--- src/rtl/xp1_pkg.sv ---
// Shared widths, MISR defaults and the MISR step function for the 5xp1 result path.
package xp1_pkg;
  localparam int XP1_IN_W  = 7;
  localparam int XP1_OUT_W = 10;
  localparam int XP1_SIG_W = 16;
  localparam logic [XP1_SIG_W-1:0] XP1_SIG_POLY = 16'h1021;
  localparam logic [XP1_SIG_W-1:0] XP1_SIG_SEED = 16'hFFFF;

  // One MISR step: shift left, fold the polynomial in when the MSB falls out, then mix in the word.
  function automatic logic [XP1_SIG_W-1:0] misr_next(input logic [XP1_SIG_W-1:0] s,
                                                     input logic [XP1_OUT_W-1:0] d,
                                                     input logic [XP1_SIG_W-1:0] poly);
    logic [XP1_SIG_W-1:0] t;
    t = {s[XP1_SIG_W-2:0], 1'b0};
    if (s[XP1_SIG_W-1]) t = t ^ poly;
    return t ^ {{(XP1_SIG_W-XP1_OUT_W){1'b0}}, d};
  endfunction
endpackage

--- src/rtl/xp1_misr.sv ---
// Multiple-input signature register compacting every accepted result word.
module xp1_misr
  import xp1_pkg::*;
#(
  parameter logic [XP1_SIG_W-1:0] POLY = XP1_SIG_POLY,
  parameter logic [XP1_SIG_W-1:0] SEED = XP1_SIG_SEED
) (
  input  logic                 clk,
  input  logic                 rst_n,
  input  logic                 clear,
  input  logic                 en,
  input  logic [XP1_OUT_W-1:0] d,
  output logic [XP1_SIG_W-1:0] sig
);

  always_ff @(posedge clk or negedge rst_n) begin
    if (!rst_n)     sig <= SEED;
    else if (clear) sig <= SEED;
    else if (en)    sig <= misr_next(sig, d, POLY);
  end

endmodule

--- src/rtl/xp1_result_fifo.sv ---
// Result FIFO for the 5xp1 core with a running MISR signature of every word pushed.
module xp1_result_fifo
  import xp1_pkg::*;
#(
  parameter int                   DEPTH    = 4,
  parameter logic [XP1_SIG_W-1:0] SIG_POLY = XP1_SIG_POLY,
  parameter logic [XP1_SIG_W-1:0] SIG_SEED = XP1_SIG_SEED
) (
  input  logic                       clk,
  input  logic                       rst_n,
  input  logic                       clear,
  input  logic                       in_valid,
  input  logic [XP1_OUT_W-1:0]       in_data,
  output logic                       in_ready,
  output logic                       out_valid,
  output logic [XP1_OUT_W-1:0]       out_data,
  input  logic                       out_ready,
  output logic [XP1_SIG_W-1:0]       sig,
  output logic [$clog2(DEPTH):0]     count
);

  localparam int PTR_W = $clog2(DEPTH);
  localparam int CNT_W = PTR_W + 1;

  logic [XP1_OUT_W-1:0] mem [DEPTH];
  logic [PTR_W-1:0]     wr_ptr;
  logic [PTR_W-1:0]     rd_ptr;
  logic                 push;
  logic                 pop;

  assign in_ready  = (count != CNT_W'(DEPTH));
  assign out_valid = (count != '0);
  assign push      = in_valid && in_ready && !clear;
  assign pop       = out_valid && out_ready && !clear;

  // Gated so the output reads zero while empty or in reset, since storage is never reset.
  assign out_data  = out_valid ? mem[rd_ptr] : '0;

  always_ff @(posedge clk) begin
    if (push) mem[wr_ptr] <= in_data;
  end

  // Pointers wrap naturally because DEPTH is a power of two.
  always_ff @(posedge clk or negedge rst_n) begin
    if (!rst_n) begin
      wr_ptr <= '0;
      rd_ptr <= '0;
      count  <= '0;
    end else if (clear) begin
      wr_ptr <= '0;
      rd_ptr <= '0;
      count  <= '0;
    end else begin
      if (push) wr_ptr <= wr_ptr + PTR_W'(1);
      if (pop)  rd_ptr <= rd_ptr + PTR_W'(1);
      case ({push, pop})
        2'b10:   count <= count + CNT_W'(1);
        2'b01:   count <= count - CNT_W'(1);
        default: count <= count;
      endcase
    end
  end

  xp1_misr #(
    .POLY (SIG_POLY),
    .SEED (SIG_SEED)
  ) u_misr (
    .clk   (clk),
    .rst_n (rst_n),
    .clear (clear),
    .en    (push),
    .d     (in_data),
    .sig   (sig)
  );

endmodule

--- config.mk ---
export PLATFORM = sky130hd
export DESIGN_NAME = xp1_result_fifo
export DESIGN_NICKNAME = d
export VERILOG_FILES = /design/src/rtl/xp1_pkg.sv /design/src/rtl/xp1_misr.sv /design/src/rtl/xp1_result_fifo.sv
export SDC_FILE = /design/constraint.sdc
export NUM_CORES = 1
export LEC_CHECK = 0
export ABC_AREA = 0
export CAP_MARGIN = 30
export CORE_UTILIZATION = 45
export DETAILED_ROUTE_END_ITERATION = 10
export PLACE_DENSITY = 0.8
export SLEW_MARGIN = 5
export SYNTH_ARGS = -nofsm -noshare
export SYNTH_HDL_FRONTEND = slang
export SYNTH_SLANG_ARGS = --single-unit
--- constraint.sdc ---
create_clock -name clk -period 3.9 [get_ports clk]
set_input_delay 0.585 -clock clk [delete_from_list [all_inputs] [get_ports clk]]
set_output_delay 0.585 -clock clk [all_outputs]
set_load 0.01 [all_outputs]
# Word level (Yosys, flattened, before mapping)
# Memories as Yosys holds them, arrays and structs flattened.
# Index checks and enable logic that the tools add are counted.
# W data, S select, Z words.
# word_totals
ff_bits	23
ramBits	40
input_bits	15
out_inout_bits	31
word_cells	37
mem_count	1
# memory_table
memory	words	word_bits	rd	rd_ports_with_merged_regs	wr	line_no	source
mem	4	10	1	0	1	xp1_result_fifo.sv:25	logic [XP1_OUT_W-1:0] mem [DEPTH];
# classes
addsub	4
eq_ne	3
muxes	14
bitwise	2
reduce_logical	9
# ops
operator	n
$mux W16	4
$xor A16 B10 Y16	1
$mux W13	1
$mux W10	1
$mux W2	4
$pmux W3 S2	1
$reduce_bool A3 Y1	2
$add A2 B1 Y2 const B	2
$logic_and A1 B1 Y1	4
$reduce_bool A2 Y1	2
$add A3 B1 Y3 const B	1
$mux W3	1
$ne A3 B3 Y1 const B	1
$not A3 Y3	1
$sub A3 B1 Y3 const B	1
$eq A2 B1 Y1 const B	1
$eq A2 B2 Y1 const B	1
$mux W1	2
$logic_not A1 Y1	1

# Logic depth before layout (Yosys ltp)
# logic_depth
word_depth	8
depth_mapped	9
depth_no_buf	7

# By module
# From an unflattened synthesis, not the netlist that was laid out.
# unflattened
hier_cells	192
area_unflattened_um2	2856.5
# by_module_without_submodules
mod	n_inst	cells_per_inst	area_each_um2	seq_area_each_um2
xp1_result_fifo	1	128	2060.7	1376.3
xp1_misr	1	64	795.8	420.4

# Worst setup path after synthesis
# No wires, ideal clock.
# synth_timing
path_kind	register to register
from	register count[0]
to	register count[1]
setup_ns	0.129
arrival_time_ns	2.112
required_time_ns	3.771
path_slack_ns	1.659
path_stages_with_launch	10
path_buffers	2
synth_period_minus_slack_ns	2.241
path_cell_list	dfrtp_1 -> buf_2 -> nor3b_4 -> inv_2 -> buf_6 -> a211oi_1 -> fa_1 -> nor2b_1 -> o2111ai_1 -> nand3_1
# synth_via
elab_chain_cells	6
word_cells_on_any_way	13
classes_between	add/sub: 2; eq/ne: 3; mux: 2; reduce/logical: 6
# synth_rtl
element	line_no	source
start, declared	xp1_result_fifo.sv:19	output logic [$clog2(DEPTH):0] count
start signal, assigned	xp1_result_fifo.sv:57	2'b10: count <= count + CNT_W'(1);
start signal, assigned	xp1_result_fifo.sv:58	2'b01: count <= count - CNT_W'(1);
start signal, assigned	xp1_result_fifo.sv:59	default: count <= count;
$ne A3 B3 Y1 *	xp1_result_fifo.sv:31	assign in_ready = (count != CNT_W'(DEPTH));
net in_ready	xp1_result_fifo.sv:14	output logic in_ready,
$logic_and A1 B1 Y1 * (2 in series)	xp1_result_fifo.sv:33	assign push = in_valid && in_ready && !clear;
$eq A2 B1 Y1 or $eq A2 B2 Y1 (tied branches)	xp1_result_fifo.sv:56	case ({push, pop})
$pmux W3 S2	xp1_result_fifo.sv:56	
$mux W3	xp1_result_fifo.sv:49	end else if (clear) begin
# The timed path passes the listed nets; every way through them passes the cells marked *.
# A chain may end at the register's enable or synchronous reset.

# Worst setup path after layout
# layout_timing
from	register rd_ptr[0]
to	output out_data[9]
# layout_via
elab_chain_cells	2
# layout_rtl
element	line_no	source
start, declared	xp1_result_fifo.sv:27	logic [PTR_W-1:0] rd_ptr;
start signal, assigned	xp1_result_fifo.sv:55	if (pop) rd_ptr <= rd_ptr + PTR_W'(1);
$mem_v2 Z4 W10	n/a	
$mux W10	xp1_result_fifo.sv:37	assign out_data = out_valid ? mem[rd_ptr] : '0;
end, declared	xp1_result_fifo.sv:16	output logic [XP1_OUT_W-1:0] out_data,
# No other way between the ends.

==> run_results.csv <==
group,metric,value,unit
hold_path,hold_class,"in2async",
logic_synthesis,top_cells_by_area_synth,"sky130_fd_sc_hd__edfxtp_1 (42%), sky130_fd_sc_hd__dfstp_2 (15%), sky130_fd_sc_hd__mux4_2 (7.9%), sky130_fd_sc_hd__dfrtp_1 (6.1%), sky130_fd_sc_hd__a211o_1 (5.2%)",
detailed_routing,route.final.wire_length,5820,um
floorplan,io_pins,46,
logic_synthesis,async_reset_ff_share,36.5,%
timing,maxClockFrequency,0.339,GHz
clock_network,cts.hold.buffers_added,0,
pwr,max_ir_drop_vdd,248,uV
worst_setup_path,timing.setup.critical_path_class,"reg2out",
worst_setup_path,r2r.worst_path.cells,8,
cells_and_area,count_of_non_filler_cells_in_the_finished_layout,318,
cells_and_area,post_layout_util,58.8,%
timing,final_critical_path_setup_slack,0.951,ns
worst_setup_path,timing.critical_path.to_type,"output pin",
timing,timing.slew.headroom,52.9,%
logic_synthesis,mappedNetlistArea,0.00286,mm2
logic_synthesis,yosysTopAreaCellShare,42.0,%
clock_network,postCtsResizedCells,0,
timing,worst_clock_skew,0.00572,ns
cells_and_area,design_area,0.00354,mm2
cells_and_area,layout.nets,258,
worst_setup_path,cp.required,3.31,ns
timing,unrepaired_setup_endpoints_after_global_routing,"false",
pwr,p_per_area,483,mW/mm2
pwr,leakagePower,1.29,nW
placed_design,gp_congestion,0.834,
worst_setup_path,critical_path.max_fanout,12,
pwr,net-switching-power,463,uW
run,max-cap-violations,0,
logic_synthesis,netlist_instances,191,
detailed_routing,routed-via-count,1771,
detailed_routing,detailedRoute.firstPassIterationCount,4,
grt,global_route_total_overflow,0,
logic_synthesis,synth_edf_count,40,
logic_synthesis,synthMostInstantiatedCell,"sky130_fd_sc_hd__edfxtp_1",
logic_synthesis,ys_seq_area_share,62.8,%
floorplan,die_area,0.00668,mm2
clock_network,tritoncts_sinks,63,
floorplan,floorplan.initialDensity,47.5,%
clock_network,clock_latency,0.32,ns
logic_synthesis,synth_nets,211,
logic_synthesis,synthesis.area_per_instance,15.0,um2
pwr,power.combinational.fraction,23.6,%
worst_setup_path,critPathLaunchType,"flip-flop",
grt,gr-usage-all-layers,20.0,%
floorplan,coreArea,0.00603,mm2
clock_network,clock-root-buffer,"sky130_fd_sc_hd__clkbuf_8",
worst_setup_path,ff2ff_setup_slack,1.49,ns
placed_design,hpwl,3970,um
logic_synthesis,yosysUniqueCellTypes,37,
floorplan,die_height,81.8,um
timing,final_min_period_over_clock_period,75.6,%
cells_and_area,layout-drive-gt1-share,19.3,%
clock_network,clkTransAtPathRegs,0.06,ns
clock_network,post_cts_buffers,0,
grt,first_global_vias,1735,
placed_design,dpl_worst_slack,1.09,ns
floorplan,die_w,81.8,um
worst_setup_path,worstSetupStartpoint,"rd_ptr[0]$_DFFE_PN0P_",
timing,finalHoldViolations,0,
detailed_routing,initialDrtViolationCount,143,
worst_setup_path,critical_path_arrival,2.36,ns
clock_network,cts-buffers-inserted,9,
timing,worst-slew-pin-transition,0.705,ns
cells_and_area,syn2layout_area_growth,23.8,%
timing,setup-violations-final,0,
worst_setup_path,rr_endpoint,"count[1]$_DFFE_PN0P_",
cells_and_area,num_antenna_cells,0,
logic_synthesis,synth_flop_cell,"sky130_fd_sc_hd__edfxtp_1",
detailed_routing,final_antenna_net_count,0,
clock_network,ctsLongestPathBuffers,2,
worst_setup_path,worst_flop_to_flop_path_startpoint,"count[2]$_DFFE_PN0P_",
pwr,intPower,1.25,mW
clock_network,htree_num_levels,3,
grt,initial_antenna_violation_count,0,
status,status,"complete, no violations",
worst_setup_path,cp-endpoint,"out_data[9]",
timing,totalNegativeSetupSlack,0,ns
timing,timing.final.max_slew_violations,0,
pwr,p_seq_share,48.7,%
timing,hold_ws,0.574,ns
placed_design,io_buffers,45,
logic_synthesis,yosys-top-cells-count,"sky130_fd_sc_hd__edfxtp_1 (40), sky130_fd_sc_hd__a211o_1 (17), sky130_fd_sc_hd__dfstp_2 (16)",
grt,largest_net_degree_at_the_start_of_global_routing,30,
grt,grt_first_pass_wirelength,9460,um
pwr,share_clk_of_total_power,27.7,%
floorplan,standard_cell_row_count,28,
placed_design,dp.cells,302,
pwr,netSwitchingFraction,27.1,%
detailed_routing,drcViolationCount,0,
placed_design,placement.cell_area,0.00338,mm2
timing,final.min_clock_period,2.95,ns
detailed_routing,wirelength_per_cell,18.3,um
pwr,final_total_power,1.71,mW
logic_synthesis,flip_flop_and_latch_count_after_synthesis,63,
logic_synthesis,yosys.area.top_type,"sky130_fd_sc_hd__edfxtp_1",
logic_synthesis,yosys_warnings,0,
clock_network,cts_tree,"done",
detailed_routing,viasPerCell,5.57,
-- per-layer routing --
metal / vias to the layer above / wire length [um] / track usage, %
met5: - / 0 / 0
met4: 0 / 36 / 8.95
met3: 2 / 255 / 4.00
met2: 44 / 2780 / 27.7
met1: 905 / 2740 / 30.1
li1: 820 / - / -
-- logic make-up after synthesis --
kind of cell | Yosys count | share of synthesized area [%]
compound gates | 33 | 8.96
flops | 63 | 62.8
simple gates | 44 | 9.44
xor+xnor | 14 | 4.76
buf+inv | 22 | 3.76
fa+ha+maj | 5 | 2.45
mux | 10 | 7.87
-- worst max-delay path, cell delays in order, from the launching register on --
cell and delay (ns):
sky130_fd_sc_hd__dfrtp_1 0.78, sky130_fd_sc_hd__mux4_2 0.58, sky130_fd_sc_hd__and2_1 0.20, sky130_fd_sc_hd__clkdlybuf4s50_1 0.48
-- power by group through the flow --
stage	Clock (mW)	Combinational, mW	Sequential (mW)
after global routing	0.518	0.444	0.842
final	0.474	0.405	0.834
after floorplan	0	0.245	0.824
after CTS	0.483	0.409	0.834
after global placement	0	0.395	0.845
after detailed placement	0	0.406	0.846
-- cells in the final DEF, fill, tap and decap left out --
master	instances
sky130_fd_sc_hd__a211oi_1	1
sky130_fd_sc_hd__inv_1	5
sky130_fd_sc_hd__a221oi_1	1
sky130_fd_sc_hd__mux4_2	10
sky130_fd_sc_hd__xnor2_1	10
sky130_fd_sc_hd__clkbuf_1	4
sky130_fd_sc_hd__nor3_1	12
sky130_fd_sc_hd__nand2b_1	2
sky130_fd_sc_hd__clkdlybuf4s50_1	45
sky130_fd_sc_hd__o311ai_0	1
sky130_fd_sc_hd__nor3b_1	5
sky130_fd_sc_hd__nor2_1	2
sky130_fd_sc_hd__a211o_1	17
sky130_fd_sc_hd__nand2_1	1
sky130_fd_sc_hd__o21ai_0	2
sky130_fd_sc_hd__clkbuf_8	10
sky130_fd_sc_hd__a21oi_1	4
sky130_fd_sc_hd__buf_8	1
sky130_fd_sc_hd__o211ai_1	1
sky130_fd_sc_hd__xnor3_1	1
sky130_fd_sc_hd__fa_1	1
sky130_fd_sc_hd__xor2_1	3
sky130_fd_sc_hd__ha_1	4
sky130_fd_sc_hd__and3_1	5
sky130_fd_sc_hd__dfstp_2	16
sky130_fd_sc_hd__and2_1	11
sky130_fd_sc_hd__o2111ai_1	2
sky130_fd_sc_hd__o31ai_1	1
sky130_fd_sc_hd__inv_2	1
sky130_fd_sc_hd__dfrtp_1	7
sky130_fd_sc_hd__edfxtp_1	40
sky130_fd_sc_hd__nor2b_1	1
sky130_fd_sc_hd__nand4b_1	1
sky130_fd_sc_hd__nand3_1	3
sky130_fd_sc_hd__clkinv_2	2
sky130_fd_sc_hd__nor3b_4	1
sky130_fd_sc_hd__a22oi_1	1
sky130_fd_sc_hd__o22ai_1	2
sky130_fd_sc_hd__buf_4	6
-- worst min path at each step --
stage | from | to | slack [ns] | cells past startpoint
after floorplan | rst_n | count[0]$_DFFE_PN0P_ | 0.29 | 0
after global placement | wr_ptr[0]$_DFFE_PN0P_ | wr_ptr[0]$_DFFE_PN0P_ | 0.58 | 2
after detailed placement | wr_ptr[0]$_DFFE_PN0P_ | wr_ptr[0]$_DFFE_PN0P_ | 0.59 | 2
after CTS | rst_n | count[2]$_DFFE_PN0P_ | 0.58 | 1
after global routing | rst_n | count[2]$_DFFE_PN0P_ | 0.60 | 1
final | rst_n | count[2]$_DFFE_PN0P_ | 0.57 | 1
-- area by class of cell --
type / count / area (um2)
flip-flops and latches: 63 / 1800
multi-input cells: 106 / 958
well taps: 75 / 93.8
clock buffers: 14 / 153
fillers: 483 / 2480
inverters: 6 / 22.5
clock inverters: 2 / 10.0
repair buffers: 52 / 510
-- sequential cells by signal, summed over array words and instances (netlist names) --
register,cells
count,3
u_misr.sig,16
wr_ptr,2
mem,40
rd_ptr,2
Power figures use the tool's default switching activity.
